**config.mk**
```make
export PLATFORM = sky130hd
export DESIGN_NAME = mmio_master_flat
export DESIGN_NICKNAME = d
export VERILOG_FILES = /design/src/rtl/mmio_master_if.sv /design/src/rtl/mmio_master.sv /design/src/flat_wrapper.sv
export SDC_FILE = /design/constraint.sdc
export NUM_CORES = 1
export LEC_CHECK = 0
export BUFFER_PORTS_ARGS = -buffer_cell sky130_fd_sc_hd__clkbuf_2
export CORE_MARGIN = 4
export CORE_UTILIZATION = 53
export DETAILED_ROUTE_END_ITERATION = 7
export PLACE_DENSITY = 0.92
export RECOVER_POWER = 25
export SLEW_MARGIN = 25
export SYNTH_ARGS = -nofsm -noshare
export SYNTH_HDL_FRONTEND = slang
export SYNTH_SLANG_ARGS = --single-unit
```
**constraint.sdc**
```tcl
create_clock -name clk -period 4.45 [get_ports clk]
set_input_delay 1.1125 -clock clk [delete_from_list [all_inputs] [get_ports clk]]
set_output_delay 1.1125 -clock clk [all_outputs]
set_load 0.02 [all_outputs]
```
**src/rtl/mmio_master_if.sv**
```systemverilog
// MMIO master interface: CPU request/response handshake plus MMIO bus.
// Modport master is the mmio_master side; slave is the CPU/responder side.
interface mmio_master_if;
    logic        req_valid;
    logic        req_ready;
    logic        req_we;
    logic [2:0]  req_funct3;
    logic [31:0] req_addr;
    logic [31:0] req_wdata;
    logic        resp_valid;
    logic [31:0] resp_rdata;
    logic        resp_fault;
    logic [31:0] mmio_o_addr;
    logic [3:0]  mmio_o_wmask;
    logic [31:0] mmio_o_wdata;
    logic [31:0] mmio_i_rdata;

    modport master (
        input  req_valid, req_we, req_funct3,
        input  req_addr, req_wdata, mmio_i_rdata,
        output req_ready, resp_valid, resp_rdata,
        output resp_fault, mmio_o_addr,
        output mmio_o_wmask, mmio_o_wdata
    );

    modport slave (
        output req_valid, req_we, req_funct3,
        output req_addr, req_wdata, mmio_i_rdata,
        input  req_ready, resp_valid, resp_rdata,
        input  resp_fault, mmio_o_addr,
        input  mmio_o_wmask, mmio_o_wdata
    );
endinterface

```
**src/rtl/mmio_master.sv**
```systemverilog
// MMIO bus initiator: one load/store at a time, word-aligned bus cycle,
// lane masks/replication, read extract/extend, misalign/illegal faults.
// Ports: clk, rst (sync, active-high), bus (mmio_master_if.master).
module mmio_master #(
    parameter int RD_LAT = 1
) (
    input  logic          clk,
    input  logic          rst,
    mmio_master_if.master bus
);

    typedef enum logic [1:0] {
        IDLE,
        ISSUE,
        WAIT,
        RESP
    } state_e;

    // Counter preload; RD_LAT=0 never enters WAIT.
    localparam logic [1:0] LAT_M1 =
        (RD_LAT > 0) ? 2'(RD_LAT - 1) : 2'd0;

    state_e      state_q, state_d;
    logic [1:0]  cnt_q, cnt_d;
    logic        we_q, we_d;
    logic [2:0]  f3_q, f3_d;
    logic [1:0]  lo_q, lo_d;
    logic        resp_valid_q, resp_valid_d;
    logic        resp_fault_q, resp_fault_d;
    logic [31:0] resp_rdata_q, resp_rdata_d;
    logic [31:0] addr_q, addr_d;
    logic [31:0] wdata_q, wdata_d;
    logic [3:0]  wmask_q, wmask_d;

    function automatic logic is_fault(
        input logic       we,
        input logic [2:0] f3,
        input logic [1:0] lo
    );
        logic f;
        f = 1'b1;
        case (f3)
            3'b000: f = 1'b0;
            3'b001: f = lo[0];
            3'b010: f = |lo;
            3'b100: f = we;
            3'b101: f = we | lo[0];
            default: f = 1'b1;
        endcase
        return f;
    endfunction

    function automatic logic [3:0] lane_mask(
        input logic [2:0] f3,
        input logic [1:0] lo
    );
        logic [3:0] m;
        m = 4'b1111;
        case (f3[1:0])
            2'b00: m = 4'b0001 << lo;
            2'b01: m = 4'b0011 << {lo[1], 1'b0};
            default: m = 4'b1111;
        endcase
        return m;
    endfunction

    function automatic logic [31:0] lane_data(
        input logic [2:0]  f3,
        input logic [31:0] wd
    );
        logic [31:0] d;
        d = wd;
        case (f3[1:0])
            2'b00: d = {4{wd[7:0]}};
            2'b01: d = {2{wd[15:0]}};
            default: d = wd;
        endcase
        return d;
    endfunction

    function automatic logic [31:0] extract(
        input logic [31:0] rd,
        input logic [2:0]  f3,
        input logic [1:0]  lo
    );
        logic [31:0] sh;
        logic [7:0]  b;
        logic [15:0] h;
        logic [31:0] r;
        sh = rd >> {lo, 3'b000};
        b  = sh[7:0];
        h  = lo[1] ? rd[31:16] : rd[15:0];
        case (f3)
            3'b000: r = {{24{b[7]}}, b};
            3'b100: r = {24'd0, b};
            3'b001: r = {{16{h[15]}}, h};
            3'b101: r = {16'd0, h};
            default: r = rd;
        endcase
        return r;
    endfunction

    always_comb begin
        state_d      = state_q;
        cnt_d        = cnt_q;
        we_d         = we_q;
        f3_d         = f3_q;
        lo_d         = lo_q;
        addr_d       = addr_q;
        wdata_d      = wdata_q;
        // Strobes and response payload are single-cycle.
        wmask_d      = 4'd0;
        resp_valid_d = 1'b0;
        resp_fault_d = 1'b0;
        resp_rdata_d = 32'd0;
        unique case (state_q)
            IDLE: begin
                if (bus.req_valid) begin
                    we_d = bus.req_we;
                    f3_d = bus.req_funct3;
                    lo_d = bus.req_addr[1:0];
                    if (is_fault(bus.req_we, bus.req_funct3,
                                 bus.req_addr[1:0])) begin
                        state_d      = RESP;
                        resp_valid_d = 1'b1;
                        resp_fault_d = 1'b1;
                    end else begin
                        state_d = ISSUE;
                        addr_d  = {bus.req_addr[31:2], 2'b00};
                        wdata_d = lane_data(bus.req_funct3,
                                            bus.req_wdata);
                        if (bus.req_we) begin
                            wmask_d = lane_mask(bus.req_funct3,
                                                bus.req_addr[1:0]);
                        end
                    end
                end
            end
            ISSUE: begin
                if (we_q) begin
                    state_d      = RESP;
                    resp_valid_d = 1'b1;
                end else if (RD_LAT == 0) begin
                    state_d      = RESP;
                    resp_valid_d = 1'b1;
                    resp_rdata_d = extract(bus.mmio_i_rdata,
                                           f3_q, lo_q);
                end else begin
                    state_d = WAIT;
                    cnt_d   = LAT_M1;
                end
            end
            WAIT: begin
                if (cnt_q == 2'd0) begin
                    state_d      = RESP;
                    resp_valid_d = 1'b1;
                    resp_rdata_d = extract(bus.mmio_i_rdata,
                                           f3_q, lo_q);
                end else begin
                    cnt_d = cnt_q - 2'd1;
                end
            end
            RESP: begin
                state_d = IDLE;
            end
        endcase
    end

    always_ff @(posedge clk) begin
        if (rst) begin
            state_q      <= IDLE;
            cnt_q        <= 2'd0;
            we_q         <= 1'b0;
            f3_q         <= 3'd0;
            lo_q         <= 2'd0;
            addr_q       <= 32'd0;
            wdata_q      <= 32'd0;
            wmask_q      <= 4'd0;
            resp_valid_q <= 1'b0;
            resp_fault_q <= 1'b0;
            resp_rdata_q <= 32'd0;
        end else begin
            state_q      <= state_d;
            cnt_q        <= cnt_d;
            we_q         <= we_d;
            f3_q         <= f3_d;
            lo_q         <= lo_d;
            addr_q       <= addr_d;
            wdata_q      <= wdata_d;
            wmask_q      <= wmask_d;
            resp_valid_q <= resp_valid_d;
            resp_fault_q <= resp_fault_d;
            resp_rdata_q <= resp_rdata_d;
        end
    end

    // Ready is gated by rst so it is low during the reset cycle.
    assign bus.req_ready    = (state_q == IDLE) && !rst;
    assign bus.resp_valid   = resp_valid_q;
    assign bus.resp_fault   = resp_fault_q;
    assign bus.resp_rdata   = resp_rdata_q;
    assign bus.mmio_o_addr  = addr_q;
    assign bus.mmio_o_wmask = wmask_q;
    assign bus.mmio_o_wdata = wdata_q;

endmodule

```
**src/flat_wrapper.sv**
```systemverilog
// flat-port wrapper written by rule: the top's interface ports become plain ports
module mmio_master_flat 
#(
    parameter int RD_LAT = 1
)
  (clk, rst, bus_req_valid, bus_req_we, bus_req_funct3, bus_req_addr, bus_req_wdata, bus_mmio_i_rdata, bus_req_ready, bus_resp_valid, bus_resp_rdata, bus_resp_fault, bus_mmio_o_addr, bus_mmio_o_wmask, bus_mmio_o_wdata);
  mmio_master_if bus_i ();
  input  logic clk;
  input  logic rst;
  input wire logic [$bits(bus_i.req_valid)-1:0] bus_req_valid;
  input wire logic [$bits(bus_i.req_we)-1:0] bus_req_we;
  input wire logic [$bits(bus_i.req_funct3)-1:0] bus_req_funct3;
  input wire logic [$bits(bus_i.req_addr)-1:0] bus_req_addr;
  input wire logic [$bits(bus_i.req_wdata)-1:0] bus_req_wdata;
  input wire logic [$bits(bus_i.mmio_i_rdata)-1:0] bus_mmio_i_rdata;
  output wire logic [$bits(bus_i.req_ready)-1:0] bus_req_ready;
  output wire logic [$bits(bus_i.resp_valid)-1:0] bus_resp_valid;
  output wire logic [$bits(bus_i.resp_rdata)-1:0] bus_resp_rdata;
  output wire logic [$bits(bus_i.resp_fault)-1:0] bus_resp_fault;
  output wire logic [$bits(bus_i.mmio_o_addr)-1:0] bus_mmio_o_addr;
  output wire logic [$bits(bus_i.mmio_o_wmask)-1:0] bus_mmio_o_wmask;
  output wire logic [$bits(bus_i.mmio_o_wdata)-1:0] bus_mmio_o_wdata;
  assign bus_i.req_valid = bus_req_valid;
  assign bus_i.req_we = bus_req_we;
  assign bus_i.req_funct3 = bus_req_funct3;
  assign bus_i.req_addr = bus_req_addr;
  assign bus_i.req_wdata = bus_req_wdata;
  assign bus_i.mmio_i_rdata = bus_mmio_i_rdata;
  assign bus_req_ready = bus_i.req_ready;
  assign bus_resp_valid = bus_i.resp_valid;
  assign bus_resp_rdata = bus_i.resp_rdata;
  assign bus_resp_fault = bus_i.resp_fault;
  assign bus_mmio_o_addr = bus_i.mmio_o_addr;
  assign bus_mmio_o_wmask = bus_i.mmio_o_wmask;
  assign bus_mmio_o_wdata = bus_i.mmio_o_wdata;
  mmio_master #(.RD_LAT(RD_LAT)) u_core (.clk(clk), .rst(rst), .bus(bus_i));
endmodule
```
# Word level (Yosys, flattened, before mapping)
# Index checks and enable logic that the tools add are counted.
# word_totals
out_inout_bits	103
wordCells	73
input_bits	103
reg_bits	110
# op_classes
add_sub_neg	1
mux	20
bitwise	7
eq_ne	15
shifts	3
n_reduce_logical	16
# op_table
op	count
$pmux 32 s4	1
$pmux 32 s2	1
$shr 32x5->8	1
$mux 16	1
$eq 3x3->1 const B	4
$mux 2	5
$pmux 2 s4	1
$pmux 4 s2	1
$mux 1	7
$eq 3x1->1 const B	2
$logic_not 2->1	3
$logic_not 3->1	2
$ne 2x2->1 const B	3
$not 1->1	6
$reduce_and 3->1	2
$pmux 1 s5	1
$reduce_or 5->1	1
$eq 2x1->1 const B	2
$eq 2x2->1 const B	2
$pmux 2 s2	1
$reduce_and 2->1	2
$reduce_or 2->1	2
$shl 1x2->4 const A	1
$shl 2x2->4 const A	1
9 further kinds	9

# Longest topological paths before layout
# depth
word_depth	7
ltp_mapped	7
ltp_nobuf	5

# Worst setup path before layout
# OpenSTA, ideal clock, no wires.
# synth_path
path_kind	input -> output
start	input rst
end	output bus_req_ready
setup_slack_ns	1.508
path_stages	3
arrival_ns	1.829
required_ns	3.338
n_path_buf	2
cell_sequence	clkbuf_1 clkbuf_1 nor2b_1
# synth_between
elab_chain_len	2
# synth_lines
element	line_no	rtl
start: declaration	flat_wrapper.sv:9	input logic rst;
$logic_not 1->1	mmio_master.sv:198	assign bus.req_ready = (state_q == IDLE) && !rst;
$logic_and 1x1->1	mmio_master.sv:198	
end: declaration	flat_wrapper.sv:16	output wire logic [$bits(bus_i.req_ready)-1:0] bus_req_ready;
# No other way between the ends.

# Final worst setup path
# Same ends and word-level chain as after synthesis.

==> results.rst <==
.. list-table::
   :header-rows: 1

   * - Metric
     - Value
   * - Layout area overhead
     - 20.7%
   * - Number of buffers inserted during clock tree synthesis
     - 9
   * - Source of the critical timing path
     - rst
   * - CTS tree
     - yes
   * - Total of flip-flops plus latches after synthesis
     - 110
   * - Total length of routed wires
     - 14.3 mm
   * - Count of buffering cells on the critical path with inverters included
     - 2
   * - Post-synth EDFFs
     - 0
   * - Commonest cells after routing, fill and taps aside
     - sky130_fd_sc_hd__clkbuf_2 (159), sky130_fd_sc_hd__nand2_1 (115), sky130_fd_sc_hd__dfxtp_1 (109)
   * - Max Buffers Root-to-Sink
     - 2
   * - Worst hold slack
     - 0.466 ns
   * - Area of the placeable core
     - 9770 µm²
   * - Count of cell types in the netlist
     - 54
   * - Area enclosed by the die boundary
     - 11700 µm²
   * - Post-synthesis instance total
     - 576
   * - Final Critical Period
     - about 3.5 ns
   * - Setup slack after layout
     - 0.923 ns
   * - Number of global-route vias before repair
     - 4763
   * - DR iter-0 viols
     - 216
   * - LEAKAGE
     - 2.90 nW
   * - Achievable frequency
     - 0.284 GHz
   * - Register area share after synthesis
     - 0.414
   * - Largest net degree at the start of global routing
     - 58
   * - Count of warnings emitted by yosys
     - 0
   * - Maximum net fanout on the critical path
     - 32
   * - I/O pin count
     - 206
   * - Remaining routing DRC violations
     - 0
   * - Normalized max-slew margin
     - 0.0893
   * - Stages on worst setup path
     - 3
   * - Residual overflow from global routing
     - 0
   * - Hold-fix buffers at CTS
     - 0
   * - Final Total Pwr
     - 2.71 mW
   * - Number of sinks driven by the clock tree
     - 110
   * - Vias
     - 4935
   * - Antenna diode count
     - 0
   * - Setup slack on the worst flop-to-flop path
     - 2.31 ns
   * - Vert. Die Dim
     - 108 µm
   * - Status
     - finished, final reports clean
   * - Clk_lat worst skew
     - 0.37 ns
   * - Hold/Removal Path Class
     - flip-flop to flip-flop
   * - Count of cells resized by post-cts repair
     - 0
   * - Estimated wirelength of the detail-placed design
     - about 11 mm
   * - Worst setup path category
     - primary input to primary output
   * - Routed wire per std cell
     - between 15 and 20 µm
   * - Clock transition at the registers of the reported paths
     - 0.10 ns
   * - Final core area utilization
     - 0.658
   * - Max incr delay on CP
     - 0.97 ns
   * - Num rows
     - 36
   * - Initial antenna violation count
     - 0
   * - Share of the synthesized area in the top cell type
     - 0.414
   * - Hold violation total from the final report
     - 0
   * - Setup skew after layout
     - 0.0109 ns
   * - Top FF cell, synth
     - sky130_fd_sc_hd__dfxtp_1
   * - Cells taking the most area after synthesis
     - sky130_fd_sc_hd__dfxtp_1 (41%), sky130_fd_sc_hd__mux2i_1 (10%), sky130_fd_sc_hd__nand2_1 (8.1%)
   * - H-Tree Depth
     - 3
   * - Width of the die
     - approximately 110 µm
   * - Worst R2R Path Depth
     - 5
   * - Via density per instance
     - 5.57
   * - Commonest non-fill, non-tap cell in the layout
     - sky130_fd_sc_hd__clkbuf_2
   * - Worst Tran Pin Value
     - 1.37 ns
   * - Cell Area, Synth
     - 5330 µm²
   * - Final clock period utilization by the worst path
     - 0.793
   * - Power density of the placed cells
     - 421 nW/µm²
   * - Asr flop ratio synth
     - 0
   * - Combined global-route utilization of all metal layers
     - 0.235
   * - Crit start category
     - primary input
   * - Fraction of layout cells with a size suffix above 1
     - 0.293
   * - Max VDD drop
     - between 0.15 and 0.2 mV
   * - Post-route antenna net violation count
     - 0
   * - Critical-path cell with the highest stage delay
     - sky130_fd_sc_hd__clkbuf_1
   * - Clock tree root buffer cell
     - sky130_fd_sc_hd__clkbuf_8
   * - Worst path arrival time
     - ~2.4 ns
   * - Number of input and output port buffers inserted
     - 203
   * - Max-cap violation count
     - 0
   * - Kind of end point of the critical path
     - primary output
   * - Cell taking the most area after synthesis
     - sky130_fd_sc_hd__dfxtp_1
   * - R2r startpoint
     - u_core.state_q[0]
   * - First-pass DRT Iterations
     - 5
   * - Starting density of the core
     - 0.545
   * - Post-place setup slack
     - roughly 1.2 ns
   * - Required time at the endpoint of the critical path
     - 3.34 ns
   * - Avg Inst Size Synth
     - 9.24 µm²
   * - Endpoint of the most critical setup path
     - bus_req_ready
   * - Top Family by Delay on Critical Path
     - buffers and inverters
   * - Cells traversed along the worst timing path
     - clkbuf_1 -> nor2b_1 -> clkbuf_2
   * - Final-report max-slew violation count
     - 0
   * - Setup repair after global routing missed its margin
     - false
   * - Setup TNS
     - 0 ns
   * - Reg2reg end
     - u_core.bus.resp_rdata[19]
   * - Post-CTS Setup Inserts
     - 0
   * - Final-report setup violation count
     - 0
   * - Nets
     - about 860
   * - Final weighted congestion of routability-driven global placement
     - around 0.9
   * - Global-route wire length before repair
     - 22.3 mm
-- cell type report --
| cell class | count | area [µm²] |
|---|---|---|
| Sequential cell | 110 | 2200 |
| Multi-Input combinational cell | 401 | 2770 |
| Inverter | 18 | 67.6 |
| Tap cell | 133 | 166 |
| Clock buffer | 9 | 124 |
| Fill cell | 802 | 3350 |
| Clock inverter | 7 | 103 |
| Timing Repair Buffer | 208 | 998 |
-- metrics by stage --
stage               cell area [µm²]  instances
floorplan                      5330        577
CTS                            6480        886
finish                         6430        886
detailed placement             6260        870
global placement               6260        870
global route                   6430        886
-- flip-flops by register name (all words and copies together), names as in the netlist --
name                     count
u_core.state_q               2
u_core.bus.resp_rdata       32
u_core.bus.mmio_o_wdata     32
u_core.f3_q                  3
u_core.cnt_q                 2
u_core.bus.resp_valid        1
u_core.bus.mmio_o_wmask      4
u_core.we_q                  1
u_core.bus.resp_fault        1
u_core.lo_q                  2
u_core.bus.mmio_o_addr      30
-- Yosys cell counts, drive strengths merged (2+ instances only) --
| master | instances |
|---|---|
| nor2 | 4 |
| nor2b | 15 |
| nor4bb | 3 |
| inv | 18 |
| nand4b | 2 |
| and2 | 2 |
| o311ai | 3 |
| buf | 20 |
| nand2 | 115 |
| a2111oi | 7 |
| and3b | 7 |
| mux2i | 55 |
| o21a | 2 |
| ha | 6 |
| o32ai | 10 |
| nor4 | 2 |
| nand3 | 21 |
| o211ai | 18 |
| a21oi | 28 |
| nand2b | 20 |
| or3b | 8 |
| nand4 | 4 |
| dfxtp | 110 |
| mux2 | 23 |
| a211oi | 2 |
| o21ai | 16 |
| a221oi | 2 |
| o211a | 8 |
| a22oi | 4 |
| clkbuf | 27 |
-- kinds of logic (layout without fill, tap and decap cells) --
group                    after synthesis  after routing  synth area share
AO/OA/AOI/OAI                        106            106             0.147
adder cells (fa/ha/maj)                6              6            0.0141
buffers and inverters                 66            242            0.0691
flip-flops                           110            110             0.414
multiplexers                          79             79             0.158
other                                  1              2          0.000704
AND/OR/NAND/NOR                      208            208             0.198
-- worst min-delay path, delay by kind of cell, from the launching register on --
family	cells	cell delay, ns
flip-flops	1	0.32
AND/OR/NAND/NOR	1	0.05
multiplexers	1	0.05
-- worst min path at each step --
stage	cells after the start	end	slack, ns	start
global route	2	u_core.bus.mmio_o_addr[7]	0.49	u_core.bus.mmio_o_addr[7]
global placement	2	u_core.bus.mmio_o_addr[17]	0.44	u_core.bus.mmio_o_addr[17]
finish	2	u_core.bus.mmio_o_addr[25]	0.47	u_core.bus.mmio_o_addr[25]
detailed placement	2	u_core.bus.mmio_o_wdata[2]	0.45	u_core.bus.mmio_o_wdata[2]
floorplan	2	u_core.cnt_q[1]	0.45	u_core.cnt_q[1]
CTS	2	u_core.bus.mmio_o_wdata[6]	0.47	u_core.bus.mmio_o_wdata[6]
-- metal layers --
metal	track usage	vias to the layer above	share of wire
met5	0	-	0
met4	0.0947	0	0.029
met3	0.0555	40	0.075
met2	0.404	209	0.50
met1	0.283	2323	0.40
li1	-	2363	-
-- power breakdown --
part           internal (mW)  switching [mW]
clock                  0.327           0.360
sequential              1.12          0.0896
combinational          0.304           0.514
total                   1.75           0.963
No activity file was read; power rests on OpenSTA's default activity.
